`config.mk`:
```
export PLATFORM = sky130hd
export DESIGN_NAME = playfield_engine
export DESIGN_NICKNAME = d
export VERILOG_FILES = /design/src/rtl/playfield_pkg.sv /design/src/rtl/playfield_regs.sv /design/src/rtl/playfield_engine.sv
export SDC_FILE = /design/constraint.sdc
export NUM_CORES = 1
export LEC_CHECK = 0
export CAP_MARGIN = 5
export CELL_PAD_IN_SITES_DETAIL_PLACEMENT = 0
export CELL_PAD_IN_SITES_GLOBAL_PLACEMENT = 2
export CORE_ASPECT_RATIO = 2
export CORE_MARGIN = 2
export CORE_UTILIZATION = 41
export CTS_CLUSTER_DIAMETER = 80
export DETAILED_ROUTE_END_ITERATION = 8
export PLACE_DENSITY_LB_ADDON = 0.3
export REMOVE_ABC_BUFFERS = 1
export SYNTH_ARGS = -nofsm -noshare
export SYNTH_HDL_FRONTEND = slang
export SYNTH_SLANG_ARGS = --single-unit
```
`constraint.sdc`:
```
create_clock -name raw_clk -period 6.4 [get_ports raw_clk]
set_clock_uncertainty 0.2 [all_clocks]
set_input_delay 0.64 -clock raw_clk [delete_from_list [all_inputs] [get_ports raw_clk]]
set_output_delay 0.64 -clock raw_clk [all_outputs]
set_load 0.005 [all_outputs]
```
`src/rtl/playfield_pkg.sv`:
```
// Shared constants and types for the playfield renderer.
package playfield_pkg;

    // Scan FSM states
    localparam logic [2:0] ST_IDLE     = 3'd0;
    localparam logic [2:0] ST_LBORDER  = 3'd1;
    localparam logic [2:0] ST_PF_LEFT  = 3'd2;
    localparam logic [2:0] ST_PF_RIGHT = 3'd3;
    localparam logic [2:0] ST_RBORDER  = 3'd4;

    // Register map
    localparam logic [2:0] ADDR_PF0    = 3'd0;
    localparam logic [2:0] ADDR_PF1    = 3'd1;
    localparam logic [2:0] ADDR_PF2    = 3'd2;
    localparam logic [2:0] ADDR_PF3    = 3'd3;
    localparam logic [2:0] ADDR_FG     = 3'd4;
    localparam logic [2:0] ADDR_BG     = 3'd5;
    localparam logic [2:0] ADDR_BORDER = 3'd6;
    localparam logic [2:0] ADDR_CTRL   = 3'd7;

    // Control register bit positions
    localparam int unsigned CTRL_REFLECT   = 0;
    localparam int unsigned CTRL_IMMEDIATE = 1;

    // CPU-visible shadow register set
    typedef struct packed {
        logic [31:0] pf;
        logic [6:0]  fg;
        logic [6:0]  bg;
        logic [6:0]  border;
        logic [1:0]  ctrl;
    } pf_regs_t;

endpackage

```
`src/rtl/playfield_regs.sv`:
```
// Shadow/active register file: CPU writes land in the shadow set, which is
// copied to the active set on the hblank rising edge (or every cycle in
// immediate mode) so a line never tears.
module playfield_regs
    import playfield_pkg::*;
(
    input  logic        clk_i,
    input  logic        rst_i,
    input  logic        enable_i,
    input  logic        write_enable_i,
    input  logic [2:0]  address_i,
    input  logic [7:0]  data_i,
    output logic [7:0]  data_o,
    input  logic        hblank_i,
    output logic [31:0] pf_o,
    output logic [6:0]  fg_o,
    output logic [6:0]  bg_o,
    output logic [6:0]  border_o,
    output logic        reflect_o
);

    pf_regs_t    shadow_q, shadow_d;
    logic [31:0] pf_a_q;
    logic [6:0]  fg_a_q, bg_a_q, border_a_q;
    logic        reflect_a_q;
    logic        hblank_q;
    logic [7:0]  rdata;
    logic        transfer;

    // Active set samples the pre-write shadow, so an edge-cycle write waits a line
    assign transfer = shadow_q.ctrl[CTRL_IMMEDIATE] | (hblank_i & ~hblank_q);

    // Shadow next-state from CPU writes
    always_comb begin
        shadow_d = shadow_q;
        if (enable_i && write_enable_i) begin
            case (address_i)
                ADDR_PF0:    shadow_d.pf[7:0]   = data_i;
                ADDR_PF1:    shadow_d.pf[15:8]  = data_i;
                ADDR_PF2:    shadow_d.pf[23:16] = data_i;
                ADDR_PF3:    shadow_d.pf[31:24] = data_i;
                ADDR_FG:     shadow_d.fg        = data_i[7:1];
                ADDR_BG:     shadow_d.bg        = data_i[7:1];
                ADDR_BORDER: shadow_d.border    = data_i[7:1];
                default:     shadow_d.ctrl      = data_i[1:0];
            endcase
        end
    end

    // Read mux over the shadow set
    always_comb begin
        rdata = 8'h00;
        case (address_i)
            ADDR_PF0:    rdata = shadow_q.pf[7:0];
            ADDR_PF1:    rdata = shadow_q.pf[15:8];
            ADDR_PF2:    rdata = shadow_q.pf[23:16];
            ADDR_PF3:    rdata = shadow_q.pf[31:24];
            ADDR_FG:     rdata = {shadow_q.fg, 1'b0};
            ADDR_BG:     rdata = {shadow_q.bg, 1'b0};
            ADDR_BORDER: rdata = {shadow_q.border, 1'b0};
            default:     rdata = {6'b0, shadow_q.ctrl};
        endcase
    end

    // Register state: shadow, active, hblank history and read data
    always_ff @(posedge clk_i or posedge rst_i) begin
        if (rst_i) begin
            shadow_q    <= '0;
            pf_a_q      <= '0;
            fg_a_q      <= '0;
            bg_a_q      <= '0;
            border_a_q  <= '0;
            reflect_a_q <= 1'b0;
            hblank_q    <= 1'b0;
            data_o      <= 8'h00;
        end else begin
            shadow_q <= shadow_d;
            hblank_q <= hblank_i;
            if (transfer) begin
                pf_a_q      <= shadow_q.pf;
                fg_a_q      <= shadow_q.fg;
                bg_a_q      <= shadow_q.bg;
                border_a_q  <= shadow_q.border;
                reflect_a_q <= shadow_q.ctrl[CTRL_REFLECT];
            end
            if (enable_i && !write_enable_i) begin
                data_o <= rdata;
            end
        end
    end

    assign pf_o      = pf_a_q;
    assign fg_o      = fg_a_q;
    assign bg_o      = bg_a_q;
    assign border_o  = border_a_q;
    assign reflect_o = reflect_a_q;

endmodule

```
`src/rtl/playfield_engine.sv`:
```
// Playfield renderer top: scan FSM walking border / left half / right half
// on each pixel strobe, and the registered colour output.
module playfield_engine
    import playfield_pkg::*;
#(
    parameter int unsigned PF_BITS        = 20,
    parameter int unsigned PIXELS_PER_BIT = 16,
    parameter int unsigned LEFT_BORDER    = 40,
    parameter int unsigned COLOR_WIDTH    = 7
) (
    input  logic                   raw_clk,
    input  logic                   reset,
    input  logic                   enable,
    input  logic                   write_enable,
    input  logic [2:0]             address,
    input  logic [7:0]             data_in,
    output logic [7:0]             data_out,
    input  logic                   pixel_en,
    input  logic                   in_image,
    input  logic                   in_hblank,
    output logic [COLOR_WIDTH-1:0] color,
    output logic                   is_fg
);

    logic [31:0] pf_a;
    logic [6:0]  fg_a, bg_a, border_a;
    logic        reflect_a;

    playfield_regs u_regs (
        .clk_i          (raw_clk),
        .rst_i          (reset),
        .enable_i       (enable),
        .write_enable_i (write_enable),
        .address_i      (address),
        .data_i         (data_in),
        .data_o         (data_out),
        .hblank_i       (in_hblank),
        .pf_o           (pf_a),
        .fg_o           (fg_a),
        .bg_o           (bg_a),
        .border_o       (border_a),
        .reflect_o      (reflect_a)
    );

    logic [2:0]             state_q, state_d, cur_state;
    logic [15:0]            pix_cnt_q, pix_cnt_d, cur_pix;
    logic [4:0]             bit_idx_q, bit_idx_d, cur_bit;
    logic [5:0]             sub_cnt_q, sub_cnt_d, cur_sub;
    logic                   armed_q, armed_d;
    logic [COLOR_WIDTH-1:0] color_q, color_d;
    logic                   is_fg_q, is_fg_d;
    logic [4:0]             pf_idx;
    logic                   pix_fg;
    logic [6:0]             pix_color;

    // Position of the pixel being sampled; from IDLE this is the line's first pixel
    always_comb begin
        cur_state = state_q;
        cur_pix   = pix_cnt_q;
        cur_bit   = bit_idx_q;
        cur_sub   = sub_cnt_q;
        if (state_q == ST_IDLE) begin
            cur_state = (LEFT_BORDER == 0) ? ST_PF_LEFT : ST_LBORDER;
            cur_pix   = '0;
            cur_bit   = '0;
            cur_sub   = '0;
        end
    end

    // Colour of the sampled pixel
    always_comb begin
        pf_idx    = cur_bit;
        pix_fg    = 1'b0;
        pix_color = 7'd0;
        if ((cur_state == ST_PF_RIGHT) && reflect_a) begin
            pf_idx = 5'(PF_BITS - 1) - cur_bit;
        end
        case (cur_state)
            ST_LBORDER, ST_RBORDER: pix_color = border_a;
            ST_PF_LEFT, ST_PF_RIGHT: begin
                pix_fg    = pf_a[pf_idx];
                pix_color = pix_fg ? fg_a : bg_a;
            end
            default: pix_color = 7'd0;
        endcase
    end

    // Scan FSM next-state, advancing only on pixel strobes
    always_comb begin
        state_d   = state_q;
        pix_cnt_d = pix_cnt_q;
        bit_idx_d = bit_idx_q;
        sub_cnt_d = sub_cnt_q;
        armed_d   = armed_q;
        color_d   = color_q;
        is_fg_d   = is_fg_q;
        if (pixel_en) begin
            if (!in_image) begin
                state_d   = ST_IDLE;
                pix_cnt_d = '0;
                bit_idx_d = '0;
                sub_cnt_d = '0;
                armed_d   = 1'b1;
                color_d   = '0;
                is_fg_d   = 1'b0;
            end else if ((state_q != ST_IDLE) || armed_q) begin
                color_d   = COLOR_WIDTH'(pix_color);
                is_fg_d   = pix_fg;
                state_d   = cur_state;
                pix_cnt_d = cur_pix;
                bit_idx_d = cur_bit;
                sub_cnt_d = cur_sub;
                case (cur_state)
                    ST_LBORDER: begin
                        if (cur_pix == 16'(LEFT_BORDER - 1)) begin
                            state_d   = ST_PF_LEFT;
                            bit_idx_d = '0;
                            sub_cnt_d = '0;
                        end else begin
                            pix_cnt_d = cur_pix + 16'd1;
                        end
                    end
                    ST_PF_LEFT, ST_PF_RIGHT: begin
                        if (cur_sub == 6'(PIXELS_PER_BIT - 1)) begin
                            sub_cnt_d = '0;
                            if (cur_bit == 5'(PF_BITS - 1)) begin
                                bit_idx_d = '0;
                                state_d   = (cur_state == ST_PF_LEFT) ? ST_PF_RIGHT
                                                                      : ST_RBORDER;
                            end else begin
                                bit_idx_d = cur_bit + 5'd1;
                            end
                        end else begin
                            sub_cnt_d = cur_sub + 6'd1;
                        end
                    end
                    default: ;
                endcase
            end
        end
    end

    // FSM and output registers; outputs drop at once on reset
    always_ff @(posedge raw_clk or posedge reset) begin
        if (reset) begin
            state_q   <= ST_IDLE;
            pix_cnt_q <= '0;
            bit_idx_q <= '0;
            sub_cnt_q <= '0;
            armed_q   <= 1'b0;
            color_q   <= '0;
            is_fg_q   <= 1'b0;
        end else begin
            state_q   <= state_d;
            pix_cnt_q <= pix_cnt_d;
            bit_idx_q <= bit_idx_d;
            sub_cnt_q <= sub_cnt_d;
            armed_q   <= armed_d;
            color_q   <= color_d;
            is_fg_q   <= is_fg_d;
        end
    end

    assign color = color_q;
    assign is_fg = is_fg_q;

endmodule
```
==> results.md, run 1 <==
* Status: finished, final reports clean
* Relative slew margins at 0.221
* Initial core utilization at 0.414
* IO Pins at 34
* All-Layer GR Usage at 0.222
* Clock sinks at 157
* Area growth, synth to finish at 15.1%
* Die width at 101 um
* Post-synthesis sequential area ratio at 0.508
* Wire length on met2 at 11,800 um
* Wire length on met3 at 552 um
* Layout cells sized above 1 at 0.239
* LEAKAGE at 3.70 nW
* # fillers at 1,681
* Fin crit period at 4710 ps
* Crit start category: register
* DIE AREA at 20,000 sq um
* DRC Markers at 0
* Vias in the first global route at 5,874
* CTS Hold Bufs at 0
* Util after Layout at 0.477
* Post-DP HPWL at 14,800 um
* Syn Inst Count at 688
* Pin count of the biggest net entering global routing at 98
* Top cells by count, synth: dfrtp_1, mux2_2, nand2_1, o21ai_0, nor2_1
* Worst-path clk slew at 60 ps
* Final setup fails at 0
* First-pass GRT wire length at 33,000 um
* Core Area at 18,700 sq um
* Avg Cell Area, Syn at 11.2 sq um
* Die height at 198 um
* Post-route setup slack at 1690 ps
* Top layer in use: met4
* Period Utilization, post-route at 0.735
* Most common flop cell mapped by yosys: dfrtp_1
* GRT overflow at 0
* Pwr Total at 3.04 mW
* DR iter-0 viols at 261
* Cell Pwr Density at 342 nW/um^2
* Initial antenna violation count at 0
* Async set or reset register ratio after synthesis at 1.00
* Wire per inst at 21.9 um
* Area after DPL at 8260 sq um
* Worst-Margin Slew at 1170 ps
* TritonCTS Buffers at 17
* Tightest Hold Check Type: register to register
* Total number of vias at 5,641
* Buffer levels on the longest clock path at 2
* Fmax at 213 MHz
* Top post-synthesis cells by area: dfrtp_1, mux2_2, o21ai_0
* Setup TNS at 0 ps
* Yosys cell types at 63
* WP data required at 6510 ps
* Final hold viol count at 0
* Post-Route M1 WL at 7700 um
* Count leader, synth: dfrtp_1
* Port-buffer cells at 33
* Via-to-Cell Ratio at 5.96
* N_diodes at 0
* Top-area cell type share of the netlist area at 0.508
* CTS tree: built
* Setup bufs post-CTS at 0
* Post-route design area at 8900 sq um
* Synth warn at 0
* Register bit total from synthesis at 157
* Detailed Routing Iterations Pass 1 at 7
* Post-Place Cells at 914
* Post-synth EDFFs at 0
* Worst hold margin at 254 ps
* Finished Layout Cells at 946
* Max-Cap Viols at 0
* CP Data Arrival Time at 4810 ps
* Yosys top cell by area: dfrtp_1
* Post-CTS Resized at 0
* RePlAce Congestion at 0.854
* Kind of critical path: register to register
* Crit path max fanout at 23
* Maximum vdd drop at 242 uV
* RSZ-0062 raised after global routing: no
* Rows at 71
* Setup Slack @ Placement at 1750 ps
* Synth Cell Area at 7730 sq um
* Htree depth at 4
* Clk_lat worst skew at 430 ps
* Post-DRT Antenna Nets at 0
* Final Max Slew Viols at 0
* CTS root buffer: clkbuf_16
* Crit end category: register
* Routed WL at 20,700 um
* Nets at 737
-- state kept, by name (all words and copies together), names as in the netlist --
| signal | flops |
|---|---|
| armed_q | 1 |
| bit_idx_q | 5 |
| color | 7 |
| is_fg | 1 |
| pix_cnt_q | 16 |
| state_q | 3 |
| sub_cnt_q | 6 |
| u_regs.bg_o | 7 |
| u_regs.border_o | 7 |
| u_regs.data_o | 8 |
| u_regs.fg_o | 7 |
| u_regs.hblank_q | 1 |
| u_regs.pf_o | 32 |
| u_regs.reflect_o | 1 |
| u_regs.shadow_q | 55 |
-- final timing paths --
| path | start | endpoint | slack (ps) | depth (start not counted) |
|---|---|---|---|---|
| worst min-delay path | armed_q$_DFFE_PP0P_ | armed_q$_DFFE_PP0P_ | 250 | 1 |
| max in group asynchronous | reset | color[4]$_DFFE_PP0P_ | 4040 | 3 |
| worst max-delay path | state_q[2]$_DFFE_PP0P_ | color[6]$_DFFE_PP0P_ | 1690 | 12 |
| worst min register to register | armed_q$_DFFE_PP0P_ | armed_q$_DFFE_PP0P_ | 250 | 1 |
| min in group asynchronous | reset | bit_idx_q[4]$_DFFE_PP0P_ | 570 | 2 |
| worst max register to register | state_q[2]$_DFFE_PP0P_ | color[6]$_DFFE_PP0P_ | 1690 | 12 |
-- worst max-delay path, cell delays in order, from the launching register on --
cell and delay (ps):
dfrtp_1 650, or3_4 640, and2_1 330, inv_1 320
ha_1 250, nand2_1 80, o41ai_1 410, nor2_1 110
a211oi_1 240, o311ai_1 140, o22ai_1 900, or3_1 220
nand3_1 80
-- kinds of logic after synthesis --
group | after synthesis | share of synthesized area
multiplexers | 136 | 0.203
buffers and inverters | 47 | 0.0267
AND/OR/NAND/NOR | 189 | 0.119
XOR/XNOR | 3 | 0.00340
AO/OA/AOI/OAI | 151 | 0.131
flip-flops | 157 | 0.508
adder cells (fa/ha/maj) | 5 | 0.00809
-- final cells by class --
class                           instances  area [sq um]  area share
Sequential cell                       157          3930       0.442
Multi-Input combinational cell        484          3610       0.406
Clock buffer                           17           425      0.0478
Timing Repair Buffer                   42           398      0.0447
Tap cell                              219           274      0.0308
Clock inverter                         15           211      0.0238
Inverter                               12          50.0     0.00563
-- per-layer routing --
layer  vias to the layer above  global-route usage
li1                       2606                   -
met2                       117               0.408
met1                      2882               0.238
met3                        36              0.0388
met5                         -                   0
met4                         0               0.110
-- report_power, final --
part           total (mW)  internal [mW]  switching, mW
clock network        1.10          0.660          0.435
registers            1.41           1.24          0.178
logic               0.535          0.305          0.230
-- layout by cell type, fill, tap and decap left out, drive strengths merged, types with 10 or more instances in the layout --
master and instances:
a21oi 16, a31oi 10, clkbuf 17, clkdlybuf4s50 33, dfrtp 157, inv 16
mux2 114, mux2i 17, nand2 65, nand3 22, nor2 38, o211ai 11
o21ai 53, or3 10
No activity file was read; power rests on OpenSTA's default activity.
==> run 2, diff against run 1 <==
--- a/config.mk
+++ b/config.mk
@@ -10,7 +10,7 @@
 export CELL_PAD_IN_SITES_GLOBAL_PLACEMENT = 2
 export CORE_ASPECT_RATIO = 2
 export CORE_MARGIN = 2
-export CORE_UTILIZATION = 41
+export CORE_UTILIZATION = 37
 export CTS_CLUSTER_DIAMETER = 80
 export DETAILED_ROUTE_END_ITERATION = 8
 export PLACE_DENSITY_LB_ADDON = 0.3
==> constraint.sdc (replaced) <==
create_clock -name raw_clk -period 4.1 [get_ports raw_clk]
set_clock_uncertainty 0.2 [all_clocks]
set_input_delay 0.41 -clock raw_clk [delete_from_list [all_inputs] [get_ports raw_clk]]
set_output_delay 0.41 -clock raw_clk [all_outputs]
set_load 0.005 [all_outputs]
==> run 2 against run 1 <==
  * Routed wire length is 2.9% higher
  * Die area is 10% higher
  * Global-route usage is 1.7 points lower
  * Largest cell class unchanged
  * Largest power group unchanged
==> results.md, run 2 (synthesized netlist as in run 1, its figures left out) <==
* Status: finished, final reports clean (unchanged)
* RR Startpoint: state_q[2]$_DFFE_PP0P_ (unchanged)
* Clock Power Share at 0.336 (was 0.360)
* Post-route design area at 8990 sq um (was 8900 sq um)
* Final setup fails at 0 (unchanged)
* Die width at 106 um (was 101 um)
* Final hold viol count at 0 (unchanged)
* Worst-path clk slew at 60 ps (about the same)
* Comb pwr share at 0.185 (was 0.176)
* CP delay by family, top: compound AO/OA/AOI/OAI gates (unchanged)
* Wire per inst at 21.2 um (was 21.9 um)
* Pin count of the biggest net entering global routing at 78 (was 98)
* R2R depth at 10 (was 12)
* DR iter-0 viols at 325 (was 261)
* Total number of vias at 5,691 (was 5,641)
* Buf+Inv Stages, Crit Path at 0 (was 1)
* Most common cell after layout, fill and taps aside: dfrtp_1 (unchanged)
* CP max stage cell: or3_4 (was o22ai_1)
* Via-to-Cell Ratio at 5.67 (was 5.96)
* Post-DRT Antenna Nets at 0 (unchanged)
* CP Data Arrival Time at 3710 ps (was 4810 ps)
* DRC Markers at 0 (unchanged)
* Setup bufs post-CTS at 0 (unchanged)
* WP data required at 4210 ps (was 6510 ps)
* Worst path depth at 10 (was 12)
* Crit end category: register (unchanged)
* Crit. Startpoint: state_q[2]$_DFFE_PP0P_ (unchanged)
* Worst-path cell chain: or3_4 > and2_1 > ha_1 > a32oi_1 > o21ai_0 > nand2_1 > a2111oi_0 > a22o_1 > or3_1 > nand3_1 (was or3_4 > and2_1 > inv_1 > ha_1 > nand2_1 > o41ai_1 > nor2_1 > a211oi_1 > o311ai_1 > o22ai_1 > or3_1 > nand3_1)
* Top reg by flops: u_regs.shadow_q (unchanged)
* Cell Pwr Density at 512 nW/um^2 (was 342 nW/um^2)
* Met1 usage at 0.207 (was 0.238)
* Rows at 74 (was 71)
* Detailed Routing Iterations Pass 1 at 4 (was 7)
* CTS tree: built (unchanged)
* Max incr delay on CP at 520 ps (was 900 ps)
* Kind of critical path: register to register (unchanged)
* Flop pwr share at 0.479 (was 0.464)
* Core Area at 20,500 sq um (was 18,700 sq um)
* Routed WL at 21,300 um (was 20,700 um)
* Vias in the first global route at 6,028 (was 5,874)
* Die height at 208 um (was 198 um)
* First-pass GRT wire length at 34,000 um (was 33,000 um)
* RSZ-0062 raised after global routing: no (unchanged)
* Htree depth at 4 (unchanged)
* Fmax at 278 MHz (was 213 MHz)
* Worst-Margin Slew at 1120 ps (was 1170 ps)
* Net switching power at 1.28 mW (was 0.844 mW)
* Number of flip-flops in the largest register at 55 (unchanged)
* Area growth, synth to finish at 16.4% (was 15.1%)
* GRT overflow at 0 (unchanged)
* Post-DP HPWL at 15,800 um (was 14,800 um)
* Clock sinks at 157 (unchanged)
* Met2 global-route usage at 0.387 (was 0.408)
* Net Sw Frac at 0.279 (was 0.277)
* Area after DPL at 8420 sq um (was 8260 sq um)
* Max-Cap Viols at 0 (unchanged)
* Busiest grt layer: met2 (unchanged)
* Layout cells sized above 1 at 0.251 (was 0.239)
* Buffer levels on the longest clock path at 2 (unchanged)
* LEAKAGE at 3.74 nW (was 3.70 nW)
* Nets at 750 (was 737)
* CTS root buffer: clkbuf_16 (unchanged)
* Post-CTS Resized at 0 (unchanged)
* Fin crit period at 3600 ps (was 4710 ps)
* Crit start category: register (unchanged)
* All-Layer GR Usage at 0.205 (was 0.222)
* TritonCTS Buffers at 17 (unchanged)
* IO Pins at 34 (unchanged)
* Int Pwr at 3.32 mW (was 2.20 mW)
* Relative slew margins at 0.248 (was 0.221)
* Util after Layout at 0.440 (was 0.477)
* Crit path capture: color[4]$_DFFE_PP0P_ (was color[6]$_DFFE_PP0P_)
* Initial antenna violation count at 0 (unchanged)
* FF-to-FF End: color[4]$_DFFE_PP0P_ (was color[6]$_DFFE_PP0P_)
* Port-buffer cells at 33 (unchanged)
* RePlAce Congestion at 0.940 (was 0.854)
* N_diodes at 0 (unchanged)
* CTS Hold Bufs at 0 (unchanged)
* Commonest non-fill, non-tap cells in the layout: dfrtp_1, mux2_2, nand2_1 (unchanged)
* DIE AREA at 22,100 sq um (was 20,000 sq um)
* Tightest Hold Check Type: input port to asynchronous set/reset pin (was register to register)
* Final Max Slew Viols at 0 (unchanged)
* Clk_lat worst skew at 440 ps (was 430 ps)
* Met3 track utilization from global routing at 0.0354 (was 0.0388)
* Period Utilization, post-route at 0.878 (was 0.735)
* Initial core utilization at 0.378 (was 0.414)
* Flop2flop setup slack at 500 ps (was 1690 ps)
* Crit path max fanout at 22 (was 23)
* Maximum vdd drop at 300 uV (was 242 uV)
-- run 2: cell count changes in the layout (fill, tap and decap cells not counted), sizes merged --
cell,delta
buf,+13
clkinvlp,+1
clkbuf,+5
bufinv,-3
inv,-3
clkinv,-2
-- run 2: how the worst min path moves through the flow --
stage	to	slack, ps	cells after the start
finish	state_q[2]$_DFFE_PP0P_	250	2
detailed placement	armed_q$_DFFE_PP0P_	240	1
global route	armed_q$_DFFE_PP0P_	280	1
floorplan	armed_q$_DFFE_PP0P_	220	1
global placement	armed_q$_DFFE_PP0P_	240	1
CTS	armed_q$_DFFE_PP0P_	260	1
-- run 2: per-layer routing --
layer / up-vias / part of all wire
met4: 0 / 0.044
met1: 2872 / 0.36
met5: - / 0
met3: 53 / 0.028
li1: 2623 / -
met2: 143 / 0.56
-- run 2: cell type report --
cell class / count / area, sq um
inverter: 12 / 50.0
clock inverter: 8 / 83.8
multi-input combinational: 484 / 3610
clock buffer: 22 / 494
sequential: 157 / 3930
tap: 266 / 333
fill: 1922 / 11500
timing repair buffer: 55 / 495
-- run 2: per-stage QoR --
stage	hold slack, ps	setup slack, ps	power (mW)	TNS, ps	cells
3_5_place_dp	240	471	3.10	0	974
4_1_cts	260	459	4.67	0	1004
2_1_floorplan	219	-745	2.72	-116940	653
6_report	251	500	4.61	0	1004
3_3_place_gp	235	598	3.06	0	974
5_1_grt	284	191	4.85	0	1004
-- run 2: power groups by stage --
stage	sequential [mW]	combinational (mW)	clock [mW]
6_report	2.21	0.850	1.55
5_1_grt	2.26	0.934	1.66
4_1_cts	2.21	0.868	1.59
3_5_place_dp	2.24	0.864	0
3_3_place_gp	2.22	0.841	0
2_1_floorplan	2.11	0.603	0
